<file path="src/rtl/id_ex_stage.sv">
// -----------------------------------------------------------------------------
// id_ex_stage
//
// Pipeline register between decode (ID) and execute (EX).
//
// Every cycle it captures the decoded control bundles, the load flag, the
// destination register, the operands, the immediate and the PC. It also:
//   - detects a load-use hazard and inserts one bubble into EX while it
//     stalls fetch/decode,
//   - loads a bubble when EX takes a branch (ex_flush),
//   - freezes completely while MEM is busy (mem_hold).
//
// Optional feature (macro ID_EX_BUBBLE_CNT_EN):
//   Adds output bubble_cnt[15:0]. This is a saturating count of the bubbles
//   inserted because of a load-use hazard. Flush bubbles and hold cycles are
//   not counted. Without the macro the port and the counter do not exist.
//
// Handshake: there is no valid/ready pair. The register advances on every
// rising edge unless mem_hold is high. stall_o is a combinational request to
// the upstream stages to keep the PC and the IF/ID register for this cycle.
//
// Ports:
//   clk, rst_n          clock; synchronous reset, active low
//   id_wb_cntrl         {skipW}
//   id_me_cntrl         {wr, pop, push, skipM}
//   id_ex_cntrl         {func[2:0], skipE}
//   id_load             decode holds a load (LDD)
//   id_rs1/id_rs2       source register addresses
//   id_uses_rs1/_rs2    the source is actually read
//   id_rd               destination register address
//   id_op1/op2/imm/pc   data fields
//   ex_flush            branch taken in EX; kill the instruction in decode
//   mem_hold            MEM is busy; freeze this register
//   ex_*                registered copies of the id_* bundle
//   stall_o             hold PC and IF/ID this cycle (combinational)
//   bubble_cnt          hazard bubble count (only with ID_EX_BUBBLE_CNT_EN)
// -----------------------------------------------------------------------------
module id_ex_stage #(
  parameter int DATA_W = 16,
  parameter int REG_AW = 3
) (
  input  logic              clk,
  input  logic              rst_n,
  input  logic              id_wb_cntrl,
  input  logic [3:0]        id_me_cntrl,
  input  logic [3:0]        id_ex_cntrl,
  input  logic              id_load,
  input  logic [REG_AW-1:0] id_rs1,
  input  logic [REG_AW-1:0] id_rs2,
  input  logic              id_uses_rs1,
  input  logic              id_uses_rs2,
  input  logic [REG_AW-1:0] id_rd,
  input  logic [DATA_W-1:0] id_op1,
  input  logic [DATA_W-1:0] id_op2,
  input  logic [DATA_W-1:0] id_imm,
  input  logic [DATA_W-1:0] id_pc,
  input  logic              ex_flush,
  input  logic              mem_hold,
  output logic              ex_wb_cntrl,
  output logic [3:0]        ex_me_cntrl,
  output logic [3:0]        ex_ex_cntrl,
  output logic              ex_load,
  output logic [REG_AW-1:0] ex_rd,
  output logic [DATA_W-1:0] ex_op1,
  output logic [DATA_W-1:0] ex_op2,
  output logic [DATA_W-1:0] ex_imm,
  output logic [DATA_W-1:0] ex_pc,
  output logic              stall_o
`ifdef ID_EX_BUBBLE_CNT_EN
  ,
  output logic [15:0]       bubble_cnt
`endif
);

  // Bubble: every stage is skipped (skipW, skipM, skipE set, func 0).
  localparam logic       BUB_WB = 1'b1;
  localparam logic [3:0] BUB_ME = 4'b0001;
  localparam logic [3:0] BUB_EX = 4'b0001;

  // Load-use phase. RUN is the normal flow. BUBBLE marks the single cycle
  // in which a hazard bubble sits in EX.
  typedef enum logic {
    ST_RUN    = 1'b0,
    ST_BUBBLE = 1'b1
  } lu_state_e;

  lu_state_e state_q;
  lu_state_e state_d;

  logic src1_hit;
  logic src2_hit;
  logic hz;
  logic load_bubble;

  // The load in EX is real only when it is not already skipping MEM.
  // A load that skips MEM cannot produce the data late. r0 is an ordinary
  // register here, so the whole address is compared.
  assign src1_hit = id_uses_rs1 && (id_rs1 == ex_rd);
  assign src2_hit = id_uses_rs2 && (id_rs2 == ex_rd);
  assign hz       = ex_load && !ex_me_cntrl[0] && (src1_hit || src2_hit);

  // A flush redirects fetch, so it cancels any stall. This is also true
  // during a hold, because the flush source keeps asserting until the hold
  // drops.
  assign stall_o = (hz || mem_hold) && !ex_flush;

  // Under mem_hold this value is ignored. Otherwise a flush or a hazard
  // replaces the decode contents with a bubble.
  assign load_bubble = ex_flush || hz;

  // ---------------------------------------------------------------------------
  // Pipeline register
  // ---------------------------------------------------------------------------
  always_ff @(posedge clk) begin
    if (!rst_n) begin
      ex_wb_cntrl <= BUB_WB;
      ex_me_cntrl <= BUB_ME;
      ex_ex_cntrl <= BUB_EX;
      ex_load     <= 1'b0;
      ex_rd       <= '0;
      ex_op1      <= '0;
      ex_op2      <= '0;
      ex_imm      <= '0;
      ex_pc       <= '0;
    end else if (mem_hold) begin
      ex_wb_cntrl <= ex_wb_cntrl;
      ex_me_cntrl <= ex_me_cntrl;
      ex_ex_cntrl <= ex_ex_cntrl;
      ex_load     <= ex_load;
      ex_rd       <= ex_rd;
      ex_op1      <= ex_op1;
      ex_op2      <= ex_op2;
      ex_imm      <= ex_imm;
      ex_pc       <= ex_pc;
    end else if (load_bubble) begin
      ex_wb_cntrl <= BUB_WB;
      ex_me_cntrl <= BUB_ME;
      ex_ex_cntrl <= BUB_EX;
      ex_load     <= 1'b0;
      ex_rd       <= '0;
      ex_op1      <= '0;
      ex_op2      <= '0;
      ex_imm      <= '0;
      ex_pc       <= '0;
    end else begin
      ex_wb_cntrl <= id_wb_cntrl;
      ex_me_cntrl <= id_me_cntrl;
      ex_ex_cntrl <= id_ex_cntrl;
      ex_load     <= id_load;
      ex_rd       <= id_rd;
      ex_op1      <= id_op1;
      ex_op2      <= id_op2;
      ex_imm      <= id_imm;
      ex_pc       <= id_pc;
    end
  end

  // ---------------------------------------------------------------------------
  // Load-use FSM
  // ---------------------------------------------------------------------------
  always_ff @(posedge clk) begin
    if (!rst_n) begin
      state_q <= ST_RUN;
    end else begin
      state_q <= state_d;
    end
  end

  // BUBBLE never lasts longer than one cycle. The bubble carries load=0, so
  // the hazard cannot fire again. Only a hold keeps the FSM in BUBBLE.
  always_comb begin
    state_d = state_q;
    case (state_q)
      ST_RUN: begin
        if (hz && !mem_hold) begin
          state_d = ST_BUBBLE;
        end
      end
      ST_BUBBLE: begin
        if (!mem_hold) begin
          state_d = ST_RUN;
        end
      end
      default: state_d = ST_RUN;
    endcase
  end

`ifdef ID_EX_BUBBLE_CNT_EN
  // ---------------------------------------------------------------------------
  // Hazard bubble counter (saturating)
  // ---------------------------------------------------------------------------
  logic [15:0] cnt_q;
  logic        hz_bubble;

  // Count only the edges where the hazard is the reason a bubble is loaded.
  assign hz_bubble = hz && !ex_flush && !mem_hold;

  always_ff @(posedge clk) begin
    if (!rst_n) begin
      cnt_q <= 16'h0000;
    end else if (hz_bubble && (cnt_q != 16'hFFFF)) begin
      cnt_q <= cnt_q + 16'h0001;
    end
  end

  assign bubble_cnt = cnt_q;
`endif

endmodule

</file>
<file path="config.mk">
export PLATFORM = sky130hd
export DESIGN_NAME = id_ex_stage
export DESIGN_NICKNAME = d
export VERILOG_FILES = /design/src/rtl/id_ex_stage.sv
export SDC_FILE = /design/constraint.sdc
export NUM_CORES = 1
export LEC_CHECK = 0
export ABC_CLOCK_PERIOD_IN_PS = 1500
export CORE_MARGIN = 3
export CORE_UTILIZATION = 39
export DETAILED_ROUTE_END_ITERATION = 10
export PLACE_DENSITY = 0.81
export RECOVER_POWER = 25
export SETUP_SLACK_MARGIN = 0.3
export SLEW_MARGIN = 20
export SYNTH_ARGS = -nofsm -noshare
export SYNTH_HDL_FRONTEND = slang
export SYNTH_SLANG_ARGS = --single-unit
</file>
<file path="constraint.sdc">
create_clock -name clk -period 1.5 [get_ports clk]
set_input_delay 0.3 -clock clk [delete_from_list [all_inputs] [get_ports clk]]
set_output_delay 0.3 -clock clk [all_outputs]
set_load 0.005 [all_outputs]
</file>
* Yosys cells after proc, flatten, opt, wreduce, memory -nomap -nowiden
Cells that the tools add are included.
** Word-level totals
- Input bits :: 89
- Bits in registers :: 77
** Operators by class
- Equal/unequal tests :: 2
- Multiplexer cells :: 9
- Reductions and logical operators :: 10
** Operator list (number)
- 2-to-1 mux 16 bit :: 4
- 2-to-1 mux 4 bit :: 2
- equality test 3 bit :: 2
- logical AND 1 bit :: 5
- logical OR 1 bit :: 3
- 2-to-1 mux 3 bit :: 1
- logical NOT 1 bit :: 2
- 2-to-1 mux 1 bit :: 2

* Logic depth before layout (Yosys ltp)
Gate-level depths: netlist of run 1.
- Word-level depth :: 6
- Mapped depth :: 6

* Worst setup path before layout of run 1
Ideal clock, no wire load.
- Path type :: reg-to-output
- From :: reg ex_rd[1]
- To :: out stall_o
- Arrival time :: 1.158 ns
- Slack :: 0.042 ns
- Stages on the path, launching flop included :: 6
- Required time :: 1.200 ns
- Cell sequence :: dfxtp_1 xnor2_1 nand4_1 a21oi_2 buf_6 o21ba_2
** Between the ends
- Longest elaborated chain between the ends :: 6
- Elaborated cells on any way between the ends :: 8
- Classes of those cells :: eq/ne (2); reduce/logical (6)
** Ends and longest elaborated chain
- from (decl) :: RTL line 63 : output logic [REG_AW-1:0] ex_rd,
- from (signal assigned) :: RTL line 130 : ex_rd <= ex_rd;
- from (signal assigned) :: RTL line 150 : ex_rd <= id_rd;
- equality test 3 bit (on tied branches) :: RTL line 98, 99
- logical AND 1 bit (on tied branches) :: RTL line 98, 99
- logical OR 1 bit (*) :: RTL line 100 : assign hz = ex_load && !ex_me_cntrl[0] && (src1_hit || src2_hit);
- logical AND 1 bit (*) :: RTL line 100
- logical OR 1 bit (*) :: RTL line 105 : assign stall_o = (hz || mem_hold) && !ex_flush;
- logical AND 1 bit (*) :: RTL line 105
- to (decl) :: RTL line 68 : output logic stall_o
Every way passes the cells marked *; elsewhere a longest branch is shown, timed or not.

* Final worst setup path of run 1
Same ends and word-level chain as after synthesis.

==> run metrics, run 1 <==
Routed WL 10810 µm; Final WS setup -286.5 ps; number of H-tree levels 3; Yosys warning count 0; CTS clk-pin slew, worst paths 80 ps; final net count 623; worst-margin pin slew 256.5 ps; core area 7447 µm²; antenna fix cells 0; Final setup viols 78; root buf cell clkbuf_8; grt ovf 0; synth unique cells 18; first-pass GRT wire length 15320 µm; area fraction of the dominant cell type after synthesis 0.5037; Sink Count 77; final cell count without fillers 638; fin. max-slew vios 0; Max Freq 0.5598 GHz; critical path arrival 1490 ps; Initial DRC Count 137; Gate Count Post-Synth 355; critical path's largest stage delay 370 ps; wire per inst 16.94 µm; Final Critical Period 1786 ps; Hold Fails Final Rpt 0; clk_lat worst skew 340 ps; number of synthesized register bits 77; status complete, but fails checks; Post-DP Area 4867 µm²; top post-synthesis cells by area dfxtp_1 (50%), nand3b_1 (18%), o21ai_0 (12%); deepest clock path buffer count 2; hold slack final 444.4 ps; GRT Total Usage 0.2199; fin crit share 1.191; area delta synth->final 74.37%; syn_nets 444; Buffers & Inverters on Critical Path 1; Peak VDD IR 0.4624 mV; CP required 1200 ps; setup TNS -9202 ps; Crit Path Class flip-flop to output pin; worst hold path class flip-flop to flip-flop; Layout Skew 9.428 ps; relative slew slack 0.8290; sequential area share after synthesis 0.5037; placed insts 600; die area 8946 µm²; pin count of the biggest net entering global routing 80; Final Util 0.7166; # IOs 167; total chip power 4.381 mW; Num CTS Buffers 9; startpoint types flip-flop; crit path max fanout 4; DRC 0; Max Cap Viol 0; violated checks setup timing; share of cells above drive strength 1 0.3302; Lkg Pwr 2.102 nW; Critical Path, Cell by Cell xnor2_2 > nand4_1 > a21oi_4 > o21ba_4 > buf_6; number of global-route vias before repair 3103; DIE HEIGHT 94.59 µm; CP max stage cell dfxtp_4; critical path's top delay family compound AO/OA/AOI/OAI gates; drt pass-1 iters 5; Vias/cell 5.044; syn_area_per_cell 8.621 µm²; antenna violations before repair 0; Crit. End Element output pin; num rows 31; DR vias 3218; final instance area 5336 µm²; die width 94.59 µm; CTS tree yes; leading area contributor after synthesis dfxtp_1; initial core utilization 0.4110; Final HPWL DP 6190 µm; total power per unit cell area 821.1 nW/µm²; GP Congestion 0.7183; ANT nets after route 0; dpl ws -799.4 ps; RSZ-0062 raised after global routing true; Cell Area, Synth 3060 µm²; Port Buffers 166
[cell usage in the layout (no fill, tap or decap), drive strengths merged, types with 2 or more instances in the layout]
master / n
xnor2: 6
buf: 48
o22a: 3
o21ai: 74
nor2: 3
nand4: 2
clkdlybuf4s50: 81
clkinvlp: 2
dfxtp: 77
clkbuf: 66
nand3b: 74
nand2: 78
dlygate4sd2: 7
clkdlybuf4s15: 10
[layout make-up]
| type | count | area, µm² |
|---|---|---|
| clock inverters | 5 | 58.81 |
| multi-input cells | 245 | 1426 |
| fillers | 587 | 2111 |
| well taps | 99 | 123.9 |
| repair buffers | 201 | 1974 |
| clock buffers | 11 | 141.4 |
| flip-flops and latches | 77 | 1612 |
[worst paths after layout]
check,to,slack [ps],from,cells past startpoint
hold reg to reg,ex_imm[15],440,ex_imm[15],2
hold / removal,ex_imm[15],440,ex_imm[15],2
setup reg to reg,ex_op2[7],-170,ex_rd[1],9
setup / recovery,stall_o,-290,ex_rd[1],5
[report_power, final]
part,switching (mW),internal [mW]
combinational,0.232,0.395
sequential,0.0451,2.13
clock,0.760,0.818
[registers in the layout, summed over array words and instances, names as in the netlist]
name	flops
ex_load	1
ex_op1	16
ex_pc	16
ex_me_cntrl	4
ex_rd	3
ex_imm	16
ex_ex_cntrl	4
ex_op2	16
ex_wb_cntrl	1
[synthesized netlist by cell type]
master,instances
nand2_1,78
dfxtp_1,77
nand3b_1,74
o21ai_0,74
clkbuf_1,18
buf_2,6
xnor2_1,6
clkbuf_2,5
buf_6,3
nor2_1,3
o22a_1,3
nand4_1,2
a21oi_2,1
and2_1,1
buf_1,1
nand2b_1,1
nor2b_1,1
o21ba_2,1
[layer usage]
metal / global-route usage / share of wire / wire length [µm]
met1: 0.2669 / 0.41 / 4466
met2: 0.3712 / 0.49 / 5316
met3: 0.07012 / 0.082 / 888
met4: 0.06851 / 0.012 / 135
met5: 0 / 0 / 0
[worst reg2reg max path, cell delays in order (launching register included)]
cell and delay, ps:
dfxtp_4 370, xnor2_2 140, nand4_1 160, a21oi_4 220, buf_4 140, buf_6 120
buf_12 150, buf_12 110, buf_16 110, o21ai_1 60
[cell families (layout without fill, tap and decap cells)]
logic type,after synthesis,in the layout,share of synthesized area
simple gates,160,160,0.2911
compound gates,79,79,0.1357
flops,77,77,0.5037
buf+inv,33,217,0.05233
xor+xnor,6,6,0.01717
[what timing repair did]
item,CTS,global route
setup buffers,3,4
pin swaps,9,4
setup endpoints to repair,155,147
gates cloned,4,11
resized for setup,259,92
hold buffers,0,0
Power figures use the tool's default switching activity.
==> run 2, diff against run 1 <==
--- a/config.mk
+++ b/config.mk
@@ -8,6 +8,7 @@
 export ABC_CLOCK_PERIOD_IN_PS = 1500
 export CORE_MARGIN = 3
 export CORE_UTILIZATION = 39
+export CTS_CLUSTER_DIAMETER = 80
 export DETAILED_ROUTE_END_ITERATION = 10
 export PLACE_DENSITY = 0.81
 export RECOVER_POWER = 25
==> results of run 2 <==
No change in the layout: final DEF, timing and power equal those of run 1.
==> run 3, diff against run 2 <==
--- a/config.mk
+++ b/config.mk
@@ -7,10 +7,11 @@
 export LEC_CHECK = 0
 export ABC_CLOCK_PERIOD_IN_PS = 1500
 export CORE_MARGIN = 3
-export CORE_UTILIZATION = 39
+export CORE_UTILIZATION = 40
+export CTS_BUF_LIST = sky130_fd_sc_hd__clkbuf_4 sky130_fd_sc_hd__clkbuf_8
 export CTS_CLUSTER_DIAMETER = 80
 export DETAILED_ROUTE_END_ITERATION = 10
-export PLACE_DENSITY = 0.81
+export PLACE_DENSITY = 0.82
 export RECOVER_POWER = 25
 export SETUP_SLACK_MARGIN = 0.3
 export SLEW_MARGIN = 20
==> run metrics, run 3 (synthesized netlist as in run 1, its figures left out) <==
Critical Path, Cell by Cell xnor2_1 > nand4_1 > a21oi_4 > o21ba_4 > buf_6; Flop pwr share 0.462; DR vias 3227; Peak VDD IR 0.5267 mV; worst reg2reg startpoint ex_rd[1]; Crit Path Class flip-flop to output pin; total power per unit cell area 898.7 nW/µm²; violated checks setup timing; CP required 1200 ps; worst hold path class flip-flop to flip-flop; first-pass GRT wire length 15370 µm; register area 1634 µm²; GP Congestion 0.7285; crit path max fanout 3; Final setup viols 78; CTS clk-pin slew, worst paths 70 ps; commonest non-fill, non-tap cell in the layout clkdlybuf4s50_1; Final HPWL DP 6346 µm; Critical R2R Capture ex_ex_cntrl[0]; die area 8737 µm²; Clk pwr share 0.405; switching share of total power 0.2155; hold path startpoint ex_pc[14]; most frequent cells in the layout clkdlybuf4s50_1 (81), nand2_1 (78), nand3b_1 (74); Multi-input gate area 1396 µm²; met1 Track Usage GR 0.2611; critical path's top delay family compound AO/OA/AOI/OAI gates; Hold Fails Final Rpt 0; number of global-route vias before repair 3157; hold slack final 441.7 ps; Max Freq 0.5537 GHz; FF-to-FF path depth 8; CTS tree yes; Num CTS Buffers 9; # fillers 601; antenna violations before repair 0; Vias/cell 5.082; met2 Resource Use GR 0.3818; Lkg Pwr 2.077 nW; Final Critical Period 1806 ps; RSZ-0062 raised after global routing true; share of cells above drive strength 1 0.3769; hold path depth 2; Initial DRC Count 140; dpl ws -791.9 ps; DIE HEIGHT 93.47 µm; CP max stage cell dfxtp_2; critical path arrival 1510 ps; relative slew slack 0.8163; Critical Path Start ex_rd[1]; internal power 3.707 mW; cts-stage hold buffer count 0; Port Buffers 166; initial core utilization 0.4175; deepest clock path buffer count 2; drt pass-1 iters 6; Buffers & Inverters on Critical Path 1; root buf cell clkbuf_8; placed insts 603; GRT Total Usage 0.2241; met3 usage 0.06114; Sink Count 77; status complete, but fails checks; clk_lat worst skew 340 ps; grt peak-use layer met2; Final WS setup -305.9 ps; Routed WL 10460 µm; critical path's largest stage delay 340 ps; antenna fix cells 0; setup TNS -6213 ps; grt ovf 0; final net count 620; Final Util 0.7174; worst-margin pin slew 275.0 ps; fin. max-slew vios 0; hold endpoint ex_pc[14]; core area 7331 µm²; area delta synth->final 71.83%; wire per inst 16.47 µm; num rows 31; DRC 0; # IOs 167; ANT nets after route 0; Crit. End Element output pin; fin crit share 1.204; Layout Skew 13.80 ps; Comb pwr share 0.133; number of H-tree levels 3; internal reg-to-reg setup slack -130 ps; Max Cap Viol 0; pin count of the biggest net entering global routing 80; die width 93.47 µm; final cell count without fillers 635; net switching power 1.018 mW; startpoint types flip-flop
[run 3: per-stage QoR]
stage          area (µm²)  power, mW
4_1_cts              5386      4.792
2_1_floorplan        3070      2.409
6_report             5259      4.726
5_1_grt              5259      4.916
3_3_place_gp         4890      2.884
3_5_place_dp         4890      2.899
[run 3: power groups by stage]
stage	clock network, mW	logic (mW)	registers, mW
6_report	1.92	0.629	2.18
5_1_grt	2.05	0.678	2.19
4_1_cts	1.95	0.658	2.18
3_5_place_dp	0	0.682	2.22
3_3_place_gp	0	0.673	2.21
2_1_floorplan	0	0.187	2.22
[run 3: worst max-delay path by stage]
| stage | to | slack (ps) | depth (start not counted) |
|---|---|---|---|
| floorplan | stall_o | 90 | 5 |
| global placement | ex_op1[13] | -720 | 6 |
| detailed placement | ex_op1[5] | -790 | 6 |
| CTS | stall_o | -320 | 5 |
| global route | stall_o | -380 | 5 |
| finish | stall_o | -310 | 5 |
[run 3: cell type report]
class / instances / share of cell area
flip-flops and latches: 77 / 0.3107
clock buffers: 11 / 0.02760
multi-input cells: 245 / 0.2655
well taps: 99 / 0.02355
clock inverters: 5 / 0.02022
repair buffers: 198 / 0.3524
[run 3: worst reg2reg max path: stages, from the launching register on]
cell	delay, ps
dfxtp_2	340
xnor2_1	170
nand4_1	170
a21oi_4	240
buf_4	170
buf_12	140
buf_12	110
buf_16	110
o22a_1	120
[run 3: per-layer routing]
layer,vias up,wire (µm)
met5,-,0
met3,16,736
met4,0,213
met2,124,5100
li1,1561,-
met1,1526,4405
[run 3: what timing repair did]
item,4_1_cts,5_1_grt
gates cloned,3,6
buffers inserted,2,5
pin swaps,8,4
gates resized for setup,276,81
setup endpoints to repair,155,150
